<file path="config.mk">
export PLATFORM = sky130hd
export DESIGN_NAME = btn_pulse_gen_flat
export DESIGN_NICKNAME = d
export VERILOG_FILES = /design/src/rtl/btn_pkg.sv /design/src/rtl/btn_pulse_gen_if.sv /design/src/rtl/btn_pulse_gen_phase_timer.sv /design/src/rtl/btn_pulse_gen.sv /design/src/flat_wrapper.sv
export SDC_FILE = /design/constraint.sdc
export NUM_CORES = 1
export LEC_CHECK = 0
export ABC_AREA = 1
export ABC_CLOCK_PERIOD_IN_PS = 2320
export BUFFER_PORTS_ARGS = -buffer_cell sky130_fd_sc_hd__clkbuf_2
export CELL_PAD_IN_SITES_DETAIL_PLACEMENT = 2
export CELL_PAD_IN_SITES_GLOBAL_PLACEMENT = 2
export CORE_MARGIN = 1
export CORE_UTILIZATION = 30
export DETAILED_ROUTE_END_ITERATION = 8
export GPL_TIMING_DRIVEN = 0
export PLACE_DENSITY_LB_ADDON = 0.1
export SETUP_SLACK_MARGIN = 0.05
export SLEW_MARGIN = 20
export SYNTH_ARGS = -nofsm -noshare
export SYNTH_HDL_FRONTEND = slang
export SYNTH_HIERARCHICAL = 1
export SYNTH_SLANG_ARGS = --single-unit
</file>
<file path="constraint.sdc">
create_clock -name clk -period 2.32 [get_ports clk]
set_input_delay 0.348 -clock clk [delete_from_list [all_inputs] [get_ports clk]]
set_output_delay 0.348 -clock clk [all_outputs]
set_load 0.005 [all_outputs]
</file>
<file path="src/rtl/btn_pkg.sv">
// Shared types and constants for the button pulse generator: selector width,
// FSM state encoding and the wrap-around step-count helper.
package btn_pkg;

  localparam int SEL_W = 3;

  typedef logic [SEL_W-1:0] sel_t;

  typedef enum logic [1:0] {
    IDLE,
    HIGH,
    LOW,
    DONE
  } state_t;

  // Presses needed to walk a modulo-2^SEL_W selector forward from cur to target.
  function automatic sel_t sel_steps(input sel_t target, input sel_t cur);
    return target - cur;
  endfunction

endpackage

</file>
<file path="src/rtl/btn_pulse_gen_if.sv">
// Request/status bundle between a requester (master) and btn_pulse_gen (slave).
interface btn_pulse_gen_if;
  import btn_pkg::*;

  logic start;
  sel_t target;
  logic btn;
  sel_t cur_sel;
  logic busy;
  logic done;

  modport master (output start, target, input btn, cur_sel, busy, done);
  modport slave  (input start, target, output btn, cur_sel, busy, done);

endinterface

</file>
<file path="src/rtl/btn_pulse_gen_phase_timer.sv">
// Phase timer: cleared by load, counts while enabled, flags the last cycle of a phase.
module phase_timer #(
  parameter int TW = 2
) (
  input  logic          clk,
  input  logic          reset,
  input  logic          load,
  input  logic          count_en,
  input  logic [TW-1:0] last,
  output logic          expire
);

  logic [TW-1:0] count;

  // NOTE: non-blocking assignments in clocked blocks so every flop samples pre-edge values.
  always_ff @(posedge clk) begin
    if (reset) begin
      count <= '0;
    end else if (load) begin
      count <= '0;
    end else if (count_en) begin
      count <= count + 1'b1;
    end
  end

  assign expire = count_en && (count == last);

endmodule

</file>
<file path="src/rtl/btn_pulse_gen.sv">
// Steps a downstream selector to a target value by issuing timed btn presses.
// Optional abort input enabled by defining BTN_PULSE_GEN_ABORT_EN.
module btn_pulse_gen
  import btn_pkg::*;
#(
  parameter int HIGH_CYC = 4,
  parameter int LOW_CYC  = 4
) (
  input  logic clk,
  input  logic reset,
`ifdef BTN_PULSE_GEN_ABORT_EN
  input  logic abort,
`endif
  btn_pulse_gen_if.slave bus
);

  localparam int MAX_CYC = (HIGH_CYC > LOW_CYC) ? HIGH_CYC : LOW_CYC;
  localparam int TW      = (MAX_CYC > 1) ? $clog2(MAX_CYC) : 1;

  state_t        state, state_nx;
  sel_t          steps, steps_nx;
  sel_t          cur_sel_q, cur_sel_nx;
  logic          btn_q;
  logic          timer_load, timer_en, timer_expire;
  logic [TW-1:0] timer_last;
  logic          stop_now;

`ifdef BTN_PULSE_GEN_ABORT_EN
  // An abort seen anywhere in a press is remembered until its LOW phase ends.
  logic abort_q;

  always_ff @(posedge clk) begin
    if (reset) begin
      abort_q <= 1'b0;
    end else if ((state == HIGH || state == LOW) && abort) begin
      abort_q <= 1'b1;
    end else if (state == IDLE || state == DONE) begin
      abort_q <= 1'b0;
    end
  end

  assign stop_now = abort_q || abort;
`else
  assign stop_now = 1'b0;
`endif

  assign timer_en   = (state == HIGH) || (state == LOW);
  assign timer_load = (state_nx != state);
  assign timer_last = (state == HIGH) ? TW'(HIGH_CYC - 1) : TW'(LOW_CYC - 1);

  phase_timer #(.TW(TW)) u_timer (
    .clk      (clk),
    .reset    (reset),
    .load     (timer_load),
    .count_en (timer_en),
    .last     (timer_last),
    .expire   (timer_expire)
  );

  // NOTE: every variable gets a default before the case so no path infers a latch.
  always_comb begin
    state_nx   = state;
    steps_nx   = steps;
    cur_sel_nx = cur_sel_q;
    case (state)
      IDLE: begin
        if (bus.start) begin
          steps_nx = sel_steps(bus.target, cur_sel_q);
          state_nx = (steps_nx == '0) ? DONE : HIGH;
        end
      end
      HIGH: begin
        if (timer_expire) begin
          cur_sel_nx = cur_sel_q + 1'b1;
          steps_nx   = steps - 1'b1;
          state_nx   = LOW;
        end
      end
      LOW: begin
        if (timer_expire) begin
          state_nx = (steps == '0 || stop_now) ? DONE : HIGH;
        end
      end
      DONE:    state_nx = IDLE;
      default: state_nx = IDLE;
    endcase
  end

  // NOTE: reset is synchronous; it takes effect on the first edge that samples it.
  always_ff @(posedge clk) begin
    if (reset) begin
      state     <= IDLE;
      steps     <= '0;
      cur_sel_q <= '0;
      btn_q     <= 1'b0;
    end else begin
      state     <= state_nx;
      steps     <= steps_nx;
      cur_sel_q <= cur_sel_nx;
      btn_q     <= (state_nx == HIGH);
    end
  end

  assign bus.btn     = btn_q;
  assign bus.cur_sel = cur_sel_q;
  assign bus.busy    = (state != IDLE);
  assign bus.done    = (state == DONE);

endmodule

</file>
<file path="src/flat_wrapper.sv">
// flat-port wrapper written by rule: the top's interface ports become plain ports
module btn_pulse_gen_flat import btn_pkg::*;
#(
  parameter int HIGH_CYC = 4,
  parameter int LOW_CYC  = 4
)
  (clk, reset, bus_start, bus_target, bus_btn, bus_cur_sel, bus_busy, bus_done);
  btn_pulse_gen_if bus_i ();
  input  logic clk;
  input  logic reset;
  input wire logic [$bits(bus_i.start)-1:0] bus_start;
  input wire logic [$bits(bus_i.target)-1:0] bus_target;
  output wire logic [$bits(bus_i.btn)-1:0] bus_btn;
  output wire logic [$bits(bus_i.cur_sel)-1:0] bus_cur_sel;
  output wire logic [$bits(bus_i.busy)-1:0] bus_busy;
  output wire logic [$bits(bus_i.done)-1:0] bus_done;
  assign bus_i.start = bus_start;
  assign bus_i.target = bus_target;
  assign bus_btn = bus_i.btn;
  assign bus_cur_sel = bus_i.cur_sel;
  assign bus_busy = bus_i.busy;
  assign bus_done = bus_i.done;
  btn_pulse_gen #(.HIGH_CYC(HIGH_CYC), .LOW_CYC(LOW_CYC)) u_core (.clk(clk), .reset(reset), .bus(bus_i));
endmodule
</file>
==> results <==
- Counting flops with a built-in enable in the synthesized netlist gives 0.
- The kind of critical path is register to register.
- The final count of pins violating max slew is 0.
- Once detail routing completed, the nets flagged for antenna violations numbered 0.
- The netlist area before placement is roughly 830 um^2.
- Summed over all layers, the global routing overflow is 0.
- The post-route worst hold slack is roughly 0.34 ns.
- After detailed routing, the number of vias per cell comes to 4.59.
- The master of the slowest instance on the critical path is sky130_fd_sc_hd__dfxtp_2.
- Yosys instantiated no cell more often than sky130_fd_sc_hd__nand2_1.
- The count of state elements after synthesis is 11.
- The initial utilization of the core area, before any placement, comes to 0.326.
- The maximum number of pins on one net before global-route repair is 9.
- For this run, the detailed router's first-pass iteration total came to 3.
- Setup violations remaining at the end of the flow were counted as 0.
- The number of inserted diodes is 0.
- The core region is 0.00254 mm^2.
- Data on the critical path is required at its endpoint by 2.54 ns.
- The count of fill cells added during filler insertion is about 330.
- The area enclosed by the die boundary is 0.00298 mm^2.
- The clock transition time at the flip-flop clock pins of the worst setup and hold paths is approximately 0.080 ns.
- After clock tree synthesis, the setup repair step added 0 buffers.
- CTS built an H-tree with a depth of 1.
- Pin placement for this block handled 12 I/O pins.
- The y dimension of the die is 54.6 um.
- The number of different library cells in the post-synthesis netlist is 26.
- The detailed-route DRC error count is 0.
- The number of clock buffers inserted by TritonCTS is 3.
- The smallest clock period supported by the final layout is computed as ~2 ns.
- The clock passes through at most 2 buffers.
- Between clock sinks in the finished design, the worst skew comes to 0.00211 ns.
- After detailed routing, the total wire length is 2.05 mm.
- Clock latency on the worst-skew pair, taken at its later pin, is 0.27 ns.
- Detailed routing inserted a total of 757 vias.
- During synthesis, Yosys emitted a total of 6 warnings.
- The via count of the first global-routing pass came to a little under 800.
- The number of nets in the layout is 151.
- The share of the synthesized area in the top cell type is 0.265.
- The largest single stage delay on the critical path is approximately 0.37 ns.
- The class of the tightest hold or removal check is primary input to register.
- For this design the ratio of total power to cell area is 1210 mW/mm^2.
- STA classifies the critical path startpoint as a register.
- The wire-length estimate of the detail-placed layout is 1.71 mm.
- In the synthesized netlist the dominant register cell turns out to be sky130_fd_sc_hd__dfxtp_1.
- The run finished with clean final reports.
- Measured along the x axis, the die boundary spans roughly 55 um.
- TritonCTS built the clock tree.
- The root buffer selected by CTS is sky130_fd_sc_hd__clkbuf_4.
- The average cell area after synthesis is 7.09 um^2.
- The count of clock tree sinks is 11.
- The leakage power of the design is 0.000486 uW.
- For the final routed database, the setup TNS stands at 0 ns.
- For this run, the total global-route usage over all layers was measured as 0.164.
- The total count of hold-check failures in the final report is 0.
- Walking the worst path, the cells encountered are inv_1 -> ha_1 -> nand3_1 -> nor2_2 -> inv_2 -> nand2_4 -> nand2_2 -> nand3b_4 -> nand2_1 -> nand2_1 -> nand3_1 -> nor2_1 -> o21ai_0 -> nor2_1.
- The weighted congestion reported at the end of routability-driven placement is around 0.73.
- Counting instances in the post-synthesis netlist gives the leading cell types as sky130_fd_sc_hd__nand2_1 (27), sky130_fd_sc_hd__inv_1 (18), sky130_fd_sc_hd__nor2_1 (13).
- In the final layout, the multi-input gates occupy 528 um^2.
- At the worst endpoint, the arrival time is 2.21 ns.
- The relative area change from synthesis to final layout is 16.3%.
- In the final layout, the share of cells above drive strength 1 is 0.244.
- Setup repair after global routing left no endpoint under its margin.
- Counting both buffers and inverters, the worst setup path holds a total of 2.
- STA classifies the critical path endpoint as a register.
- The worst-case IR drop observed on VDD is 0.518 mV.
- The number of antenna violations at the first check in global routing is 0.
- The period utilization is 0.859.
- The first global-routing pass estimated 3.38 mm of wire.
- The cell family contributing the most delay on the critical path is simple AND/OR/NAND/NOR gates.
- After the first detailed-routing iteration, the DRC count stood at 1.
- The most area-hungry cell type in the Yosys netlist is sky130_fd_sc_hd__dfxtp_1.
- The number of standard-cell rows in the floorplan is 18.
- The gate count of the mapped netlist is 117.
- The register area is 223 um^2.
- Counting flops with an async set or reset pin after synthesis yields a share of 0.
- In this run the worst path has a maximum fanout of 4.
- In the final routed layout, each cell accounts on average for 12.4 um.
- After clock tree synthesis, the flow added hold-fix buffers numbering 0.
- By area the synthesized netlist is led by sky130_fd_sc_hd__dfxtp_1 (27%), sky130_fd_sc_hd__nand2_1 (12%), sky130_fd_sc_hd__ha_1 (12%), sky130_fd_sc_hd__inv_1 (8.1%), sky130_fd_sc_hd__nor2_1 (5.9%).
- Based on the critical path, the design can be clocked at up to roughly 500 MHz.
- The quantity of I/O buffers inserted on ports is 11.
- The fraction of the yosys area taken by sequential cells is 0.265.
- Max-cap violations in this run came to 0.
-- worst paths after layout --
kind	cells after the start	to	from	slack (ns)
worst max-delay path	14	u_core/u_timer/count[1]	u_core/state[0]	0.33
worst min-delay path	4	u_core/u_timer/count[0]	reset	0.34
worst max register to register	14	u_core/u_timer/count[1]	u_core/state[0]	0.33
worst min register to register	2	u_core/steps[2]	u_core/steps[2]	0.52
-- metrics by stage --
step	util	area (um^2)	total power [uW]	cells	setup slack [ns]
2_1_floorplan	-	841	874	120	0.512
3_3_place_gp	0.367	933	1010	161	0.183
3_5_place_dp	0.367	933	1040	161	0.168
4_1_cts	0.377	960	1190	165	0.117
5_1_grt	0.379	965	1290	165	0.107
6_report	0.379	965	1160	165	0.328
-- power breakdown --
group / leakage, uW / switching (uW) / total [uW] / internal (uW)
Clock: 0.0000150 / 74.3 / 141 / 66.6
Combinational: 0.000380 / 437 / 727 / 290
Sequential: 0.0000907 / 47.4 / 296 / 249
-- final cells by class --
| class | instances | share of cell area |
|---|---|---|
| timing repair buffer | 11 | 0.0571 |
| sequential | 11 | 0.231 |
| clock buffer | 4 | 0.0272 |
| buffer | 2 | 0.0169 |
| multi-input combinational | 86 | 0.547 |
| inverter | 21 | 0.0817 |
| tap | 30 | 0.0389 |
-- layer usage --
metal	vias up	wire length (um)	GRT usage
li1	390	-	-
met1	358	930	0.187
met2	7	1050	0.285
met3	2	48	0.0278
met4	0	15	0.0897
met5	-	0	0
-- worst min-delay path, cell delays in order --
cell and delay, ns:
sky130_fd_sc_hd__clkbuf_2 0.08, sky130_fd_sc_hd__nor2_1 0.04, sky130_fd_sc_hd__o21ai_0 0.07, sky130_fd_sc_hd__nor2_1 0.04
-- logic make-up after synthesis --
family | Yosys count | synth area share
and+or+nand+nor | 59 | 0.354
buffers and inverters | 23 | 0.115
AOI/OAI and AO/OA | 12 | 0.0950
DFF | 11 | 0.265
adders and majority gates | 9 | 0.145
xor gates and xnor gates | 2 | 0.0211
other | 1 | 0.00452
-- cells in the final DEF (no fill, tap or decap) --
cell / count
sky130_fd_sc_hd__buf_6: 1
sky130_fd_sc_hd__fa_1: 1
sky130_fd_sc_hd__clkinv_1: 1
sky130_fd_sc_hd__a21oi_1: 4
sky130_fd_sc_hd__buf_2: 1
sky130_fd_sc_hd__conb_1: 4
sky130_fd_sc_hd__inv_1: 18
sky130_fd_sc_hd__dfxtp_1: 9
sky130_fd_sc_hd__ha_1: 8
sky130_fd_sc_hd__a21oi_2: 3
sky130_fd_sc_hd__nor2_2: 2
sky130_fd_sc_hd__nand3b_4: 1
sky130_fd_sc_hd__clkbuf_4: 3
sky130_fd_sc_hd__xor2_1: 1
sky130_fd_sc_hd__nand2_2: 1
sky130_fd_sc_hd__nand2_1: 27
sky130_fd_sc_hd__nor2_1: 12
sky130_fd_sc_hd__nor2_4: 2
sky130_fd_sc_hd__nand3_1: 7
sky130_fd_sc_hd__and2_1: 1
sky130_fd_sc_hd__nand3_2: 1
sky130_fd_sc_hd__inv_2: 2
sky130_fd_sc_hd__clkbuf_1: 1
sky130_fd_sc_hd__a211oi_2: 1
sky130_fd_sc_hd__dfxtp_2: 2
sky130_fd_sc_hd__nor3_1: 3
sky130_fd_sc_hd__nand2_4: 2
sky130_fd_sc_hd__o21ai_0: 4
sky130_fd_sc_hd__xnor2_1: 1
sky130_fd_sc_hd__clkbuf_2: 11
-- registers in the layout, summed over array words and instances (netlist names) --
name	flops
u_core/bus.btn	1
u_core/steps	3
u_core/u_timer/count	2
u_core/bus.cur_sel	3
u_core/state	2
-- repair_timing --
action,4_1_cts,5_1_grt
endpoints found under the setup margin,0,2
endpoints found under the hold margin,0,0
resized for setup,0,3
No activity file was read; power rests on OpenSTA's default activity.
